File: config.mk
export PLATFORM = sky130hd
export DESIGN_NAME = btb_update_ctrl
export DESIGN_NICKNAME = d
export VERILOG_FILES = /design/src/rtl/btb_pkg.sv /design/src/rtl/btb_update_ctrl_rr_arb2.sv /design/src/rtl/btb_update_ctrl.sv
export SDC_FILE = /design/constraint.sdc
export NUM_CORES = 1
export LEC_CHECK = 0
export ABC_CLOCK_PERIOD_IN_PS = 6000
export CAP_MARGIN = 30
export CORE_MARGIN = 1.5
export CORE_UTILIZATION = 47
export CTS_CLUSTER_SIZE = 25
export DETAILED_ROUTE_END_ITERATION = 6
export PLACE_DENSITY_LB_ADDON = 0.2
export REMOVE_ABC_BUFFERS = 1
export SLEW_MARGIN = 40
export SYNTH_ARGS = -nofsm -noshare
export SYNTH_HDL_FRONTEND = slang
export SYNTH_SLANG_ARGS = --single-unit
File: constraint.sdc
create_clock -name clk -period 6 [get_ports clk]
set_input_delay 0.6 -clock clk [delete_from_list [all_inputs] [get_ports clk]]
set_output_delay 0.6 -clock clk [all_outputs]
set_load 0.03 [all_outputs]
File: src/rtl/btb_pkg.sv
// Shared types, field positions and PC hashing for the BTB write-side controller.
package btb_pkg;
    localparam int SETS    = 128;
    localparam int IDX_W   = $clog2(SETS);
    localparam int TAG_W   = 10;
    localparam int ENTRY_W = 45;

    localparam int VALID_BIT = 44;
    localparam int TAG_MSB   = 43;
    localparam int TAG_LSB   = 34;
    localparam int TGT_MSB   = 33;
    localparam int TGT_LSB   = 2;
    localparam int CTR_MSB   = 1;
    localparam int CTR_LSB   = 0;

    localparam logic [1:0] CTR_INIT = 2'b10;

    typedef enum logic [1:0] {
        ST_IDLE   = 2'd0,
        ST_LOOKUP = 2'd1,
        ST_WRITE  = 2'd2,
        ST_FLUSH  = 2'd3
    } btb_state_e;

    function automatic logic [IDX_W-1:0] btb_index(input logic [31:0] pc);
        return pc[IDX_W+1:2];
    endfunction

    function automatic logic [TAG_W-1:0] btb_tag(input logic [31:0] pc);
        return pc[18:9] ^ pc[28:19];
    endfunction

    function automatic logic [1:0] ctr_inc(input logic [1:0] ctr);
        if (ctr == 2'b11) begin
            return 2'b11;
        end else begin
            return ctr + 2'b01;
        end
    endfunction
endpackage

File: src/rtl/btb_update_ctrl_rr_arb2.sv
// Two-requester round-robin arbiter; the pointer moves past whichever port was granted.
module rr_arb2 (
    input  logic       clk,
    input  logic       resetn,
    input  logic [1:0] req,
    input  logic       advance,
    output logic [1:0] gnt
);
    logic ptr_r;

    // Favour the pointed-to port, fall back to the other one.
    always_comb begin
        if (ptr_r == 1'b0) begin
            gnt = req[0] ? 2'b01 : (req[1] ? 2'b10 : 2'b00);
        end else begin
            gnt = req[1] ? 2'b10 : (req[0] ? 2'b01 : 2'b00);
        end
    end

    // After a grant to port 0 prefer port 1, and vice versa.
    always_ff @(posedge clk) begin
        if (!resetn) begin
            ptr_r <= 1'b0;
        end else if (advance && (gnt != 2'b00)) begin
            ptr_r <= gnt[0];
        end else begin
            ptr_r <= ptr_r;
        end
    end
endmodule

File: src/rtl/btb_update_ctrl.sv
// BTB write-side controller: arbitrates two update ports, does read-compare-write
// with per-set LRU and confidence counters, and sequences the full-array clear.
module btb_update_ctrl
    import btb_pkg::*;
(
    input  logic               clk,
    input  logic               resetn,
    input  logic               upd0_valid,
    output logic               upd0_ready,
    input  logic [31:0]        upd0_pc,
    input  logic [31:0]        upd0_target,
    input  logic               upd0_taken,
    input  logic               upd1_valid,
    output logic               upd1_ready,
    input  logic [31:0]        upd1_pc,
    input  logic [31:0]        upd1_target,
    input  logic               upd1_taken,
    input  logic               flush_req,
    output logic               busy,
    output logic [IDX_W-1:0]   rd_index,
    input  logic [ENTRY_W-1:0] rd_way0,
    input  logic [ENTRY_W-1:0] rd_way1,
    output logic [1:0]         wr_en,
    output logic [IDX_W-1:0]   wr_index,
    output logic [ENTRY_W-1:0] wr_data
);
    btb_state_e         state_r;
    logic [IDX_W:0]     flush_cnt_r;
    logic               flush_pend_r;
    logic [SETS-1:0]    lru_r;
    logic [31:0]        req_pc_r;
    logic [31:0]        req_tgt_r;
    logic               req_taken_r;
    logic               lru_wr_val_r;
    logic [1:0]         wr_en_r;
    logic [IDX_W-1:0]   wr_index_r;
    logic [ENTRY_W-1:0] wr_data_r;
    logic               busy_r;

    logic               can_grant_s;
    logic [1:0]         arb_req_s;
    logic [1:0]         gnt_s;
    logic [31:0]        gnt_pc_s;
    logic [IDX_W-1:0]   req_idx_s;
    logic [TAG_W-1:0]   req_tag_s;
    logic               hit0_s;
    logic               hit1_s;
    logic [ENTRY_W-1:0] hit_ent_s;
    logic               lk_we_s;
    logic               lk_way_s;
    logic               lk_lru_s;
    logic [ENTRY_W-1:0] lk_data_s;

    assign req_idx_s = btb_index(req_pc_r);
    assign req_tag_s = btb_tag(req_pc_r);
    assign gnt_pc_s  = gnt_s[1] ? upd1_pc : upd0_pc;
    assign arb_req_s = can_grant_s ? {upd1_valid, upd0_valid} : 2'b00;

    rr_arb2 u_arb (
        .clk     (clk),
        .resetn  (resetn),
        .req     (arb_req_s),
        .advance (gnt_s != 2'b00),
        .gnt     (gnt_s)
    );

    // A pending or fresh flush blocks new grants in IDLE.
    always_comb begin
        if (resetn && (state_r == ST_IDLE) && !flush_req && !flush_pend_r) begin
            can_grant_s = 1'b1;
        end else begin
            can_grant_s = 1'b0;
        end
    end

    // Read address follows the request being granted this cycle so data lands in LOOKUP.
    always_comb begin
        if (!resetn) begin
            rd_index = {IDX_W{1'b0}};
        end else if (gnt_s != 2'b00) begin
            rd_index = btb_index(gnt_pc_s);
        end else begin
            rd_index = req_idx_s;
        end
    end

    // Hit detection, victim choice and the entry/LRU value to commit.
    always_comb begin
        hit0_s    = rd_way0[VALID_BIT] && (rd_way0[TAG_MSB:TAG_LSB] == req_tag_s);
        hit1_s    = rd_way1[VALID_BIT] && (rd_way1[TAG_MSB:TAG_LSB] == req_tag_s);
        hit_ent_s = hit0_s ? rd_way0 : rd_way1;
        lk_we_s   = 1'b0;
        lk_way_s  = 1'b0;
        lk_lru_s  = 1'b0;
        lk_data_s = {ENTRY_W{1'b0}};
        if (req_taken_r) begin
            lk_we_s = 1'b1;
            if (hit0_s || hit1_s) begin
                lk_way_s  = ~hit0_s;
                lk_data_s = {1'b1, req_tag_s, req_tgt_r, ctr_inc(hit_ent_s[CTR_MSB:CTR_LSB])};
            end else begin
                if (!rd_way0[VALID_BIT]) begin
                    lk_way_s = 1'b0;
                end else if (!rd_way1[VALID_BIT]) begin
                    lk_way_s = 1'b1;
                end else begin
                    lk_way_s = lru_r[req_idx_s];
                end
                lk_data_s = {1'b1, req_tag_s, req_tgt_r, CTR_INIT};
            end
            lk_lru_s = ~lk_way_s;
        end else if (hit0_s || hit1_s) begin
            lk_we_s   = 1'b1;
            lk_way_s  = ~hit0_s;
            lk_data_s = hit_ent_s;
            if (hit_ent_s[CTR_MSB:CTR_LSB] == 2'b00) begin
                // Invalidated way becomes the preferred victim.
                lk_data_s[VALID_BIT] = 1'b0;
                lk_lru_s             = lk_way_s;
            end else begin
                lk_data_s[CTR_MSB:CTR_LSB] = hit_ent_s[CTR_MSB:CTR_LSB] - 2'b01;
                lk_lru_s                   = ~lk_way_s;
            end
        end else begin
            lk_we_s = 1'b0;
        end
    end

    // Main FSM with registered write-port and busy outputs.
    always_ff @(posedge clk) begin
        if (!resetn) begin
            state_r      <= ST_FLUSH;
            flush_cnt_r  <= {(IDX_W+1){1'b0}};
            flush_pend_r <= 1'b0;
            lru_r        <= {SETS{1'b0}};
            req_pc_r     <= 32'h0000_0000;
            req_tgt_r    <= 32'h0000_0000;
            req_taken_r  <= 1'b0;
            lru_wr_val_r <= 1'b0;
            wr_en_r      <= 2'b00;
            wr_index_r   <= {IDX_W{1'b0}};
            wr_data_r    <= {ENTRY_W{1'b0}};
            busy_r       <= 1'b1;
        end else begin
            case (state_r)
                ST_IDLE: begin
                    if (flush_req || flush_pend_r) begin
                        state_r      <= ST_FLUSH;
                        flush_pend_r <= 1'b0;
                        flush_cnt_r  <= (IDX_W+1)'(1);
                        wr_en_r      <= 2'b11;
                        wr_index_r   <= {IDX_W{1'b0}};
                        wr_data_r    <= {ENTRY_W{1'b0}};
                        busy_r       <= 1'b1;
                    end else if (gnt_s != 2'b00) begin
                        state_r     <= ST_LOOKUP;
                        req_pc_r    <= gnt_pc_s;
                        req_tgt_r   <= gnt_s[1] ? upd1_target : upd0_target;
                        req_taken_r <= gnt_s[1] ? upd1_taken : upd0_taken;
                        wr_en_r     <= 2'b00;
                        busy_r      <= 1'b0;
                    end else begin
                        state_r <= ST_IDLE;
                        wr_en_r <= 2'b00;
                        busy_r  <= 1'b0;
                    end
                end
                ST_LOOKUP: begin
                    flush_pend_r <= flush_pend_r | flush_req;
                    wr_en_r      <= lk_we_s ? (lk_way_s ? 2'b10 : 2'b01) : 2'b00;
                    wr_index_r   <= req_idx_s;
                    wr_data_r    <= lk_data_s;
                    lru_wr_val_r <= lk_lru_s;
                    state_r      <= lk_we_s ? ST_WRITE : ST_IDLE;
                end
                ST_WRITE: begin
                    flush_pend_r      <= flush_pend_r | flush_req;
                    lru_r[req_idx_s]  <= lru_wr_val_r;
                    wr_en_r           <= 2'b00;
                    state_r           <= ST_IDLE;
                end
                ST_FLUSH: begin
                    flush_pend_r <= 1'b0;
                    if (flush_cnt_r == (IDX_W+1)'(SETS)) begin
                        state_r <= ST_IDLE;
                        wr_en_r <= 2'b00;
                        busy_r  <= 1'b0;
                    end else begin
                        wr_en_r     <= 2'b11;
                        wr_index_r  <= flush_cnt_r[IDX_W-1:0];
                        wr_data_r   <= {ENTRY_W{1'b0}};
                        flush_cnt_r <= flush_cnt_r + (IDX_W+1)'(1);
                        busy_r      <= 1'b1;
                    end
                end
                default: begin
                    state_r     <= ST_FLUSH;
                    flush_cnt_r <= {(IDX_W+1){1'b0}};
                    wr_en_r     <= 2'b00;
                    busy_r      <= 1'b1;
                end
            endcase
        end
    end

    assign upd0_ready = gnt_s[0];
    assign upd1_ready = gnt_s[1];
    assign busy       = busy_r;
    assign wr_en      = wr_en_r;
    assign wr_index   = wr_index_r;
    assign wr_data    = wr_data_r;
endmodule

==> flow_summary.json, run 1 <==
{
  "synth_warnings": 0,
  "ys_types": 65,
  "drive_gt1_share_pct": 6.29,
  "critPathKind": "input pin to output pin",
  "grt_antenna_before_repair": 6,
  "p_leak_uw": 0.00553,
  "vias": 13700,
  "worst_pin_slew_ns": 0.904,
  "grt_max_degree": 92,
  "grt.overflow.total": 0,
  "cts_resized": 0,
  "power_per_cell_area_nw_per_um2": 233,
  "die_h_um": 169,
  "ys_ff_latch": 256,
  "area_delta_synth_final_pct": 30.1,
  "fin_setup_tns_ns": 0,
  "rsz0062_at_grt": "false",
  "max_slew_margin_pct": 39.5,
  "place_inst": 2185,
  "post_cts_buffers": 0,
  "fin_nets": 2076,
  "cts_tree": "done",
  "insertion_delay_ns": 0.56,
  "viasPerCell": 6.12,
  "gp_congestion": 0.878,
  "setup_violations": 0,
  "die-width_um": 169,
  "firstDrtPassIters": 6,
  "cts_made_buffers": 29,
  "cpMostUsedCell": "clkdlybuf4s50_1",
  "startpoint_type": "input pin",
  "mostFrequentLayoutCells": "277 x clkdlybuf4s50_1, 251 x nand2_1, 250 x dfxtp_1",
  "report.final.hold_viol_count": 0,
  "seq_area_frac_synth_pct": 39.3,
  "irDropWorstVdd_uv": 261,
  "drt_drc_violations_left": 0,
  "required_ns": 5.40,
  "hpwl_um": 30500,
  "timing.max_cap.violations": 0,
  "synthFlopType": "dfxtp_1",
  "totalWireLength_um": 46700,
  "critPathTopFamily": "buffers and inverters",
  "synth_edf_count": 0,
  "synth_area_leader_cell": "dfxtp_1",
  "path_cells": "clkdlybuf4s50_1 > nor2_1 > and3_1 > nand3_2 > inv_2 > nand2_1 > a311oi_1 > clkdlybuf4s50_1",
  "postSynthAreaPerCell_um2": 7.89,
  "clock.fmax_mhz": 228,
  "finClkSkew_ns": 0.0233,
  "drt_iter0_markers": 1340,
  "io_buffer_count": 278,
  "clock-sinks": 256,
  "grt_pass1_wl_um": 70500,
  "path_max_fanout": 25,
  "yosys-top-cells-area": "dfxtp_1 39%, nand2_1 7.2%, nand3_1 7.2%",
  "worst-path-buf-inv": 3,
  "die_area_um2": 28700,
  "critPathMaxStageDelay_ns": 0.77,
  "clock-root-buffer": "clkbuf_16",
  "path_clk_slew_ns": 0.06,
  "drv_slew": 0,
  "grt_pass1_vias": 12700,
  "end_kind": "output pin",
  "routedWlPerCell_um": 20.8,
  "initial_core_util_pct": 48.1,
  "outcome": "finished, final reports clean",
  "clock_path_buffers": 3,
  "final_cells": 2240,
  "synth_area_um2": 13000,
  "synth_top_cell_area_share_pct": 39.3,
  "cts-htree-levels": 1,
  "synthesis.instances": 1651,
  "antenna_left": 0,
  "fp.coreArea_um2": 27100,
  "grt_usage_pct": 31.1,
  "fin_crit_ns": 4.39,
  "ys_async_sr_fraction_pct": 0,
  "ctsHoldBuffers": 0,
  "worst_ep_arrival_time_ns": 3.79,
  "final_common_cell": "clkdlybuf4s50_1",
  "hp-class": "flip-flop to flip-flop",
  "io-pin-count": 289,
  "std_cell_rows": 60,
  "finalCritPeriodShare_pct": 73.1,
  "cpMaxStageDelayCell": "clkdlybuf4s50_1"
}
synth_stat cells (all sizes together) (8+ instances only):
master and number:
a21boi 64, o21ai 174, nand3 187, nand2 251
mux2 8, nor2 113, nor3 13, clkbuf 116
a311oi 67, buf 29, mux4 10, a221oi 14
nor2b 8, a211oi 12, xor2 15, a21oi 165
mux2i 15, a221o 9, inv 14, xnor3 19
dfxtp 256, nand4 10
kinds of logic after synthesis:
family	share of synthesized area [%]
flops	39.3
mux	3.75
compound gates	26.1
fa+ha+maj	0.749
xor+xnor	4.29
simple gates	20.8
buf+inv	4.96
worst register-to-register path: cells and delay by family (launching register included):
kind | cells | cell delay [ns]
AOI/OAI and AO/OA | 4 | 1.10
and+or+nand+nor | 3 | 0.81
DFF | 1 | 0.63
buffers and inverters | 2 | 0.70
worst paths after layout:
kind | startpoint | end | slack [ns] | cells past startpoint
worst max-delay path | flush_req | rd_index[3] | 1.61 | 8
worst min-delay path | wr_data[23] | wr_data[23] | 0.45 | 2
worst max register to register | req_pc_r[3] | wr_en[1] | 2.68 | 9
worst min register to register | wr_data[23] | wr_data[23] | 0.45 | 2
through the flow:
step	total power [uW]	cell area [um2]	util [%]	hold slack (ns)	setup WS (ns)
global placement	2240	16000	58.9	0.434	1.78
CTS	3960	16900	62.4	0.456	1.68
detailed placement	2250	16000	59.1	0.441	1.73
global route	4070	17000	62.5	0.474	1.50
finish	3950	17000	62.6	0.450	1.61
floorplan	1980	12400	-	0.436	0.594
layer usage:
layer  wire [um]  track usage (%)  up-vias  share of wire, %
met5           0                0        -                 0
met4        1810             14.1        0               3.9
met3        3870             5.04      128               8.3
met2       21800             50.4      697                47
met1       19200             40.8     6519                41
li1            -                -     6374                 -
flip-flops by register name (all words and copies together), names as in the netlist, 2 cells and up:
| name | count |
|---|---|
| wr_en | 2 |
| lru_r | 128 |
| req_tgt_r | 32 |
| wr_index | 7 |
| req_pc_r | 27 |
| flush_cnt_r | 8 |
| wr_data | 45 |
| state_r | 2 |
final cells by class:
type / count / area, um2
fillers: 2350 / 10100
diodes: 7 / 17.5
flip-flops and latches: 256 / 5130
clock buffers: 39 / 803
well taps: 372 / 465
clock inverters: 9 / 95.1
multi-input cells: 1235 / 7360
repair buffers: 307 / 3010
inverters: 15 / 58.8
power by group:
part	internal (uW)	switching, uW	total (uW)
registers	1730	28.1	1750
logic	228	244	472
clock network	1010	708	1720
Note: power is estimated with default switching activity, not from simulation.
==> run 2: changes to the inputs <==
--- a/config.mk
+++ b/config.mk
@@ -5,7 +5,7 @@
 export SDC_FILE = /design/constraint.sdc
 export NUM_CORES = 1
 export LEC_CHECK = 0
-export ABC_CLOCK_PERIOD_IN_PS = 6000
+export ABC_CLOCK_PERIOD_IN_PS = 4150
 export CAP_MARGIN = 30
 export CORE_MARGIN = 1.5
 export CORE_UTILIZATION = 47
==> constraint.sdc (replaced) <==
create_clock -name clk -period 4.15 [get_ports clk]
set_input_delay 0.415 -clock clk [delete_from_list [all_inputs] [get_ports clk]]
set_output_delay 0.415 -clock clk [all_outputs]
set_load 0.03 [all_outputs]
==> run 2 against run 1 <==
Compared with the run above:
- flip-flop and latch count unchanged
- worst setup slack got worse by 0.97 ns
- critical endpoint is now rd_index[1]
- global-route usage increased by 1.1 points
- largest cell class unchanged
- final area increased by 1.1%
- largest power group is now clock
- die area unchanged
- worst hold slack got worse by 0.26 ns
- highest routed layer unchanged
==> flow_summary.json, run 2 (same netlist as run 1, synthesis figures left out) <==
{
  "cts_resized": 0,
  "startpoint_type": "flip-flop",
  "grt_antenna_before_repair": 4,
  "hp-class": "input pin to flip-flop",
  "outcome": "finished, final reports clean",
  "ctsHoldBuffers": 0,
  "grt.overflow.total": 0,
  "post_cts_buffers": 0,
  "clock-sinks": 256,
  "pwr-share-comb_pct": 11.6,
  "io_buffer_count": 278,
  "firstDrtPassIters": 6,
  "fill_cells": 2350,
  "viasPerCell": 6.17,
  "final_cells": 2255,
  "utilization_pct": 63.2,
  "grt_usage_pct": 32.2,
  "final_common_cell": "clkdlybuf4s50_1",
  "grt_max_degree": 65,
  "clock-root-buffer": "clkbuf_16",
  "clkPwrFrac_pct": 45.8,
  "die-width_um": 169,
  "largest_register_ffs": 128,
  "finClkSkew_ns": 0.0202,
  "fin_crit_ns": 3.51,
  "critPathKind": "flip-flop to output pin",
  "die_area_um2": 28700,
  "max_slew_margin_pct": 39.5,
  "drt_iter0_markers": 1535,
  "insertion_delay_ns": 0.56,
  "power_per_cell_area_nw_per_um2": 348,
  "seqCellArea_um2": 5140,
  "swShare_pct": 24.6,
  "routedWlPerCell_um": 21.2,
  "irDropWorstVdd_uv": 288,
  "die_h_um": 169,
  "fp.coreArea_um2": 27100,
  "path_clk_slew_ns": 0.06,
  "totalWireLength_um": 47900,
  "setup_violations": 0,
  "initial_core_util_pct": 48.1,
  "p_switching_uw": 1470,
  "io-pin-count": 289,
  "p_int_uw": 4500,
  "worst_ep_arrival_time_ns": 3.09,
  "gp_congestion": 0.902,
  "antenna_left": 0,
  "cts-htree-levels": 1,
  "clock_path_buffers": 3,
  "fin_hold_ws_ns": 0.186,
  "finalCritPeriodShare_pct": 84.5,
  "area_delta_synth_final_pct": 31.5,
  "grt_pass1_vias": 12900,
  "clock.fmax_mhz": 285,
  "drt_drc_violations_left": 0,
  "cts_tree": "done",
  "drv_slew": 0,
  "drive_gt1_share_pct": 7.29,
  "p_leak_uw": 0.00565,
  "timing.max_cap.violations": 0,
  "end_kind": "output pin",
  "path_max_fanout": 37,
  "worst_pin_slew_ns": 0.905,
  "place_inst": 2199,
  "cts_made_buffers": 29,
  "multi_input_area_um2": 7340,
  "report.final.hold_viol_count": 0,
  "vias": 13900,
  "top_register": "lru_r",
  "mostFrequentLayoutCells": "269 x clkdlybuf4s50_1, 251 x nand2_1, 251 x dfxtp_1",
  "required_ns": 3.73,
  "seq_power_share_pct": 42.6,
  "hpwl_um": 31900,
  "std_cell_rows": 60,
  "fin_nets": 2090,
  "grt_pass1_wl_um": 73000,
  "rsz0062_at_grt": "false"
}
## run 2: changes by cell type in the layout (fill, tap and decap cells not counted), sizes merged
cell,delta
clkbuf,+2
clkinvlp,+2
clkdlybuf4s50,-8
buf,+22
clkinv,-4
bufinv,+3
inv,+1
diode,-3
## run 2: through the flow
step	setup slack, ns	instance area (um2)	total power (uW)	TNS (ns)
floorplan	-1.06	12400	2870	-51.07
global placement	0.818	16100	3260	0
detailed placement	0.685	16100	3260	0
CTS	0.669	17100	5960	0
global route	0.508	17100	6120	0
finish	0.644	17100	5970	0
## run 2: power by group through the flow
stage | Clock (uW) | Combinational, uW | Sequential (uW)
finish | 2730 | 693 | 2540
global route | 2850 | 730 | 2540
CTS | 2750 | 680 | 2540
detailed placement | 0 | 671 | 2590
global placement | 0 | 666 | 2590
floorplan | 0 | 249 | 2620
## run 2: layer usage
metal	vias up	GRT usage [%]	routed length [um]
met1	6619	43.0	19800
li1	6388	-	-
met4	0	15.0	2180
met5	-	0	0
met2	757	50.7	21800
met3	143	5.78	4100
## run 2: area by class of cell
cell class | instances | share of cell area, %
antenna | 4 | 0.0584
tap | 372 | 2.72
sequential | 256 | 30.0
clock buffer | 41 | 4.74
multi-input combinational | 1235 | 42.9
clock inverter | 11 | 1.10
timing repair buffer | 321 | 18.2
inverter | 15 | 0.343
## run 2: worst paths after layout
check	from	to	slack, ns	cells past startpoint
setup / recovery	flush_pend_r	rd_index[1]	0.64	8
hold / removal	resetn	state_r[1]	0.19	2
setup reg to reg	req_pc_r[2]	wr_en[1]	0.80	8
hold reg to reg	wr_data[33]	wr_data[33]	0.45	2
## run 2: critical path: stages, from the launching register on
cell and delay, ns:
dfxtp_1 0.32, nor2_1 0.35, and3_1 0.30, nand3_2 0.26
inv_2 0.12, buf_4 0.41, nand2_1 0.15, a311oi_1 0.37
buf_4 0.23
==> run 3: changes to the inputs <==
--- a/config.mk
+++ b/config.mk
@@ -5,10 +5,10 @@
 export SDC_FILE = /design/constraint.sdc
 export NUM_CORES = 1
 export LEC_CHECK = 0
-export ABC_CLOCK_PERIOD_IN_PS = 4150
+export ABC_CLOCK_PERIOD_IN_PS = 2900
 export CAP_MARGIN = 30
 export CORE_MARGIN = 1.5
-export CORE_UTILIZATION = 47
+export CORE_UTILIZATION = 46
 export CTS_CLUSTER_SIZE = 25
 export DETAILED_ROUTE_END_ITERATION = 6
 export PLACE_DENSITY_LB_ADDON = 0.2
==> constraint.sdc (replaced) <==
create_clock -name clk -period 2.9 [get_ports clk]
set_input_delay 0.29 -clock clk [delete_from_list [all_inputs] [get_ports clk]]
set_output_delay 0.29 -clock clk [all_outputs]
set_load 0.03 [all_outputs]
==> run 3 against run 2 <==
Compared with the run above:
- combinational power rose by 47%
- largest power group unchanged
- sequential power is 43% higher
- largest cell class unchanged
- register-to-register slack lost 0.71 ns
==> flow_summary.json, run 3 (same netlist as run 1, synthesis figures left out) <==
{
  "outcome": "finished, final reports clean",
  "hp-start": "resetn",
  "drive_gt1_share_pct": 9.95,
  "std_cell_rows": 61,
  "swShare_pct": 24.4,
  "report.final.hold_viol_count": 0,
  "grt_pass1_wl_um": 71000,
  "cp-startpoint": "req_pc_r[3]",
  "rsz0062_at_grt": "false",
  "mostFrequentLayoutCells": "268 x clkdlybuf4s50_1, 251 x nand2_1, 251 x dfxtp_1",
  "setup_violations": 0,
  "io-pin-count": 289,
  "area_delta_synth_final_pct": 35.6,
  "pwr-share-comb_pct": 11.8,
  "die_area_um2": 29300,
  "reg2reg_from": "req_pc_r[3]",
  "worst_pin_slew_ns": 0.859,
  "fin_nets": 2140,
  "fill_cells": 2376,
  "antenna_left": 0,
  "die-width_um": 171,
  "worst_ep_arrival_time_ns": 3.27,
  "grt_max_degree": 89,
  "post_cts_buffers": 0,
  "clock-root-buffer": "clkbuf_16",
  "p_int_uw": 6570,
  "seq_power_share_pct": 41.7,
  "place_inst": 2255,
  "grt_pass1_vias": 12800,
  "vias": 14000,
  "viasPerCell": 6.04,
  "required_ns": 3.35,
  "insertion_delay_ns": 0.57,
  "end_kind": "flip-flop",
  "path_max_fanout": 15,
  "top_register": "lru_r",
  "grt.overflow.total": 0,
  "io_buffer_count": 278,
  "fp.coreArea_um2": 27900,
  "total_power_uw": 8700,
  "irDropWorstVdd_uv": 453,
  "dpl_worst_slack_ns": 0.0483,
  "cts-htree-levels": 1,
  "gp_congestion": 0.931,
  "timing.max_cap.violations": 0,
  "final_common_cell": "clkdlybuf4s50_1",
  "cts_made_buffers": 29,
  "clock_path_buffers": 3,
  "routedWlPerCell_um": 20.3,
  "power_per_cell_area_nw_per_um2": 492,
  "drt_iter0_markers": 1351,
  "max_slew_margin_pct": 42.6,
  "totalWireLength_um": 46900,
  "utilization_pct": 63.4,
  "clkPwrFrac_pct": 46.5,
  "hpwl_um": 32300,
  "setup_ws_ns": 0.0865,
  "hp-class": "input pin to flip-flop",
  "firstDrtPassIters": 5,
  "final_cells": 2313,
  "initial_core_util_pct": 46.8,
  "grt_usage_pct": 30.8,
  "finalCritPeriodShare_pct": 97.0,
  "drv_slew": 0,
  "grt_antenna_before_repair": 1,
  "startpoint_type": "flip-flop",
  "path_clk_slew_ns": 0.06,
  "fin_setup_tns_ns": 0,
  "clock.fmax_mhz": 355,
  "critPathKind": "flip-flop to flip-flop",
  "p_leak_uw": 0.00598,
  "p_switching_uw": 2120,
  "clock-sinks": 256,
  "finClkSkew_ns": 0.0190,
  "cts_tree": "done",
  "die_h_um": 171,
  "drt_drc_violations_left": 0,
  "fin_crit_ns": 2.81,
  "largest_register_ffs": 128
}
[run 3: worst paths after layout]
check                                   to  slack, ns  cells past startpoint
worst max register to register    wr_en[1]       0.09                      9
worst min register to register  wr_data[4]       0.45                      2
worst max-delay path              wr_en[1]       0.09                      9
worst min-delay path            state_r[1]       0.14                      3
[run 3: critical path, stage by stage, from the launching register on]
cell      delay, ns
dfxtp_4        0.42
buf_4          0.19
buf_4          0.19
nor2b_1        0.24
a221oi_1       0.46
o22ai_1        0.14
a22o_1         0.29
o221ai_2       0.26
a21oi_1        0.15
o311a_1        0.35
[run 3: layout make-up]
type / instances / area (um2) / share of cell area [%]
Antenna cell: 5 / 12.5 / 0.0708
Clock buffer: 39 / 845 / 4.78
Clock inverter: 14 / 221 / 1.25
Inverter: 15 / 63.8 / 0.361
Multi-Input combinational cell: 1235 / 7330 / 41.5
Sequential cell: 256 / 5140 / 29.1
Tap cell: 378 / 473 / 2.68
Timing Repair Buffer: 371 / 3580 / 20.3
[run 3: layer usage]
| metal | up-vias | GRT usage [%] | part of all wire [%] |
|---|---|---|---|
| met4 | 0 | 13.1 | 4.4 |
| met3 | 144 | 6.05 | 8.4 |
| met1 | 6639 | 40.8 | 41 |
| met2 | 687 | 48.9 | 46 |
| li1 | 6498 | - | - |
| met5 | - | 0 | 0 |
[run 3: metrics by stage]
step / hold slack [ns] / instance area [um2]
floorplan: 0.352 / 12400
global placement: 0.435 / 16500
detailed placement: 0.442 / 16500
CTS: 0.128 / 17600
global route: 0.139 / 17600
finish: 0.136 / 17700
[run 3: repair_timing]
action | CTS | global route
setup endpoints to repair | 1 | 8
resized for setup | 2 | 10
hold buffers | 0 | 0
gates cloned | 0 | 0
[run 3: power groups by stage]
| stage | registers, uW | clock network, uW | logic [uW] |
|---|---|---|---|
| floorplan | 3750 | 0 | 357 |
| global route | 3630 | 4230 | 1090 |
| finish | 3620 | 4050 | 1020 |
| CTS | 3620 | 4100 | 1010 |
| global placement | 3700 | 0 | 998 |
| detailed placement | 3700 | 0 | 1000 |
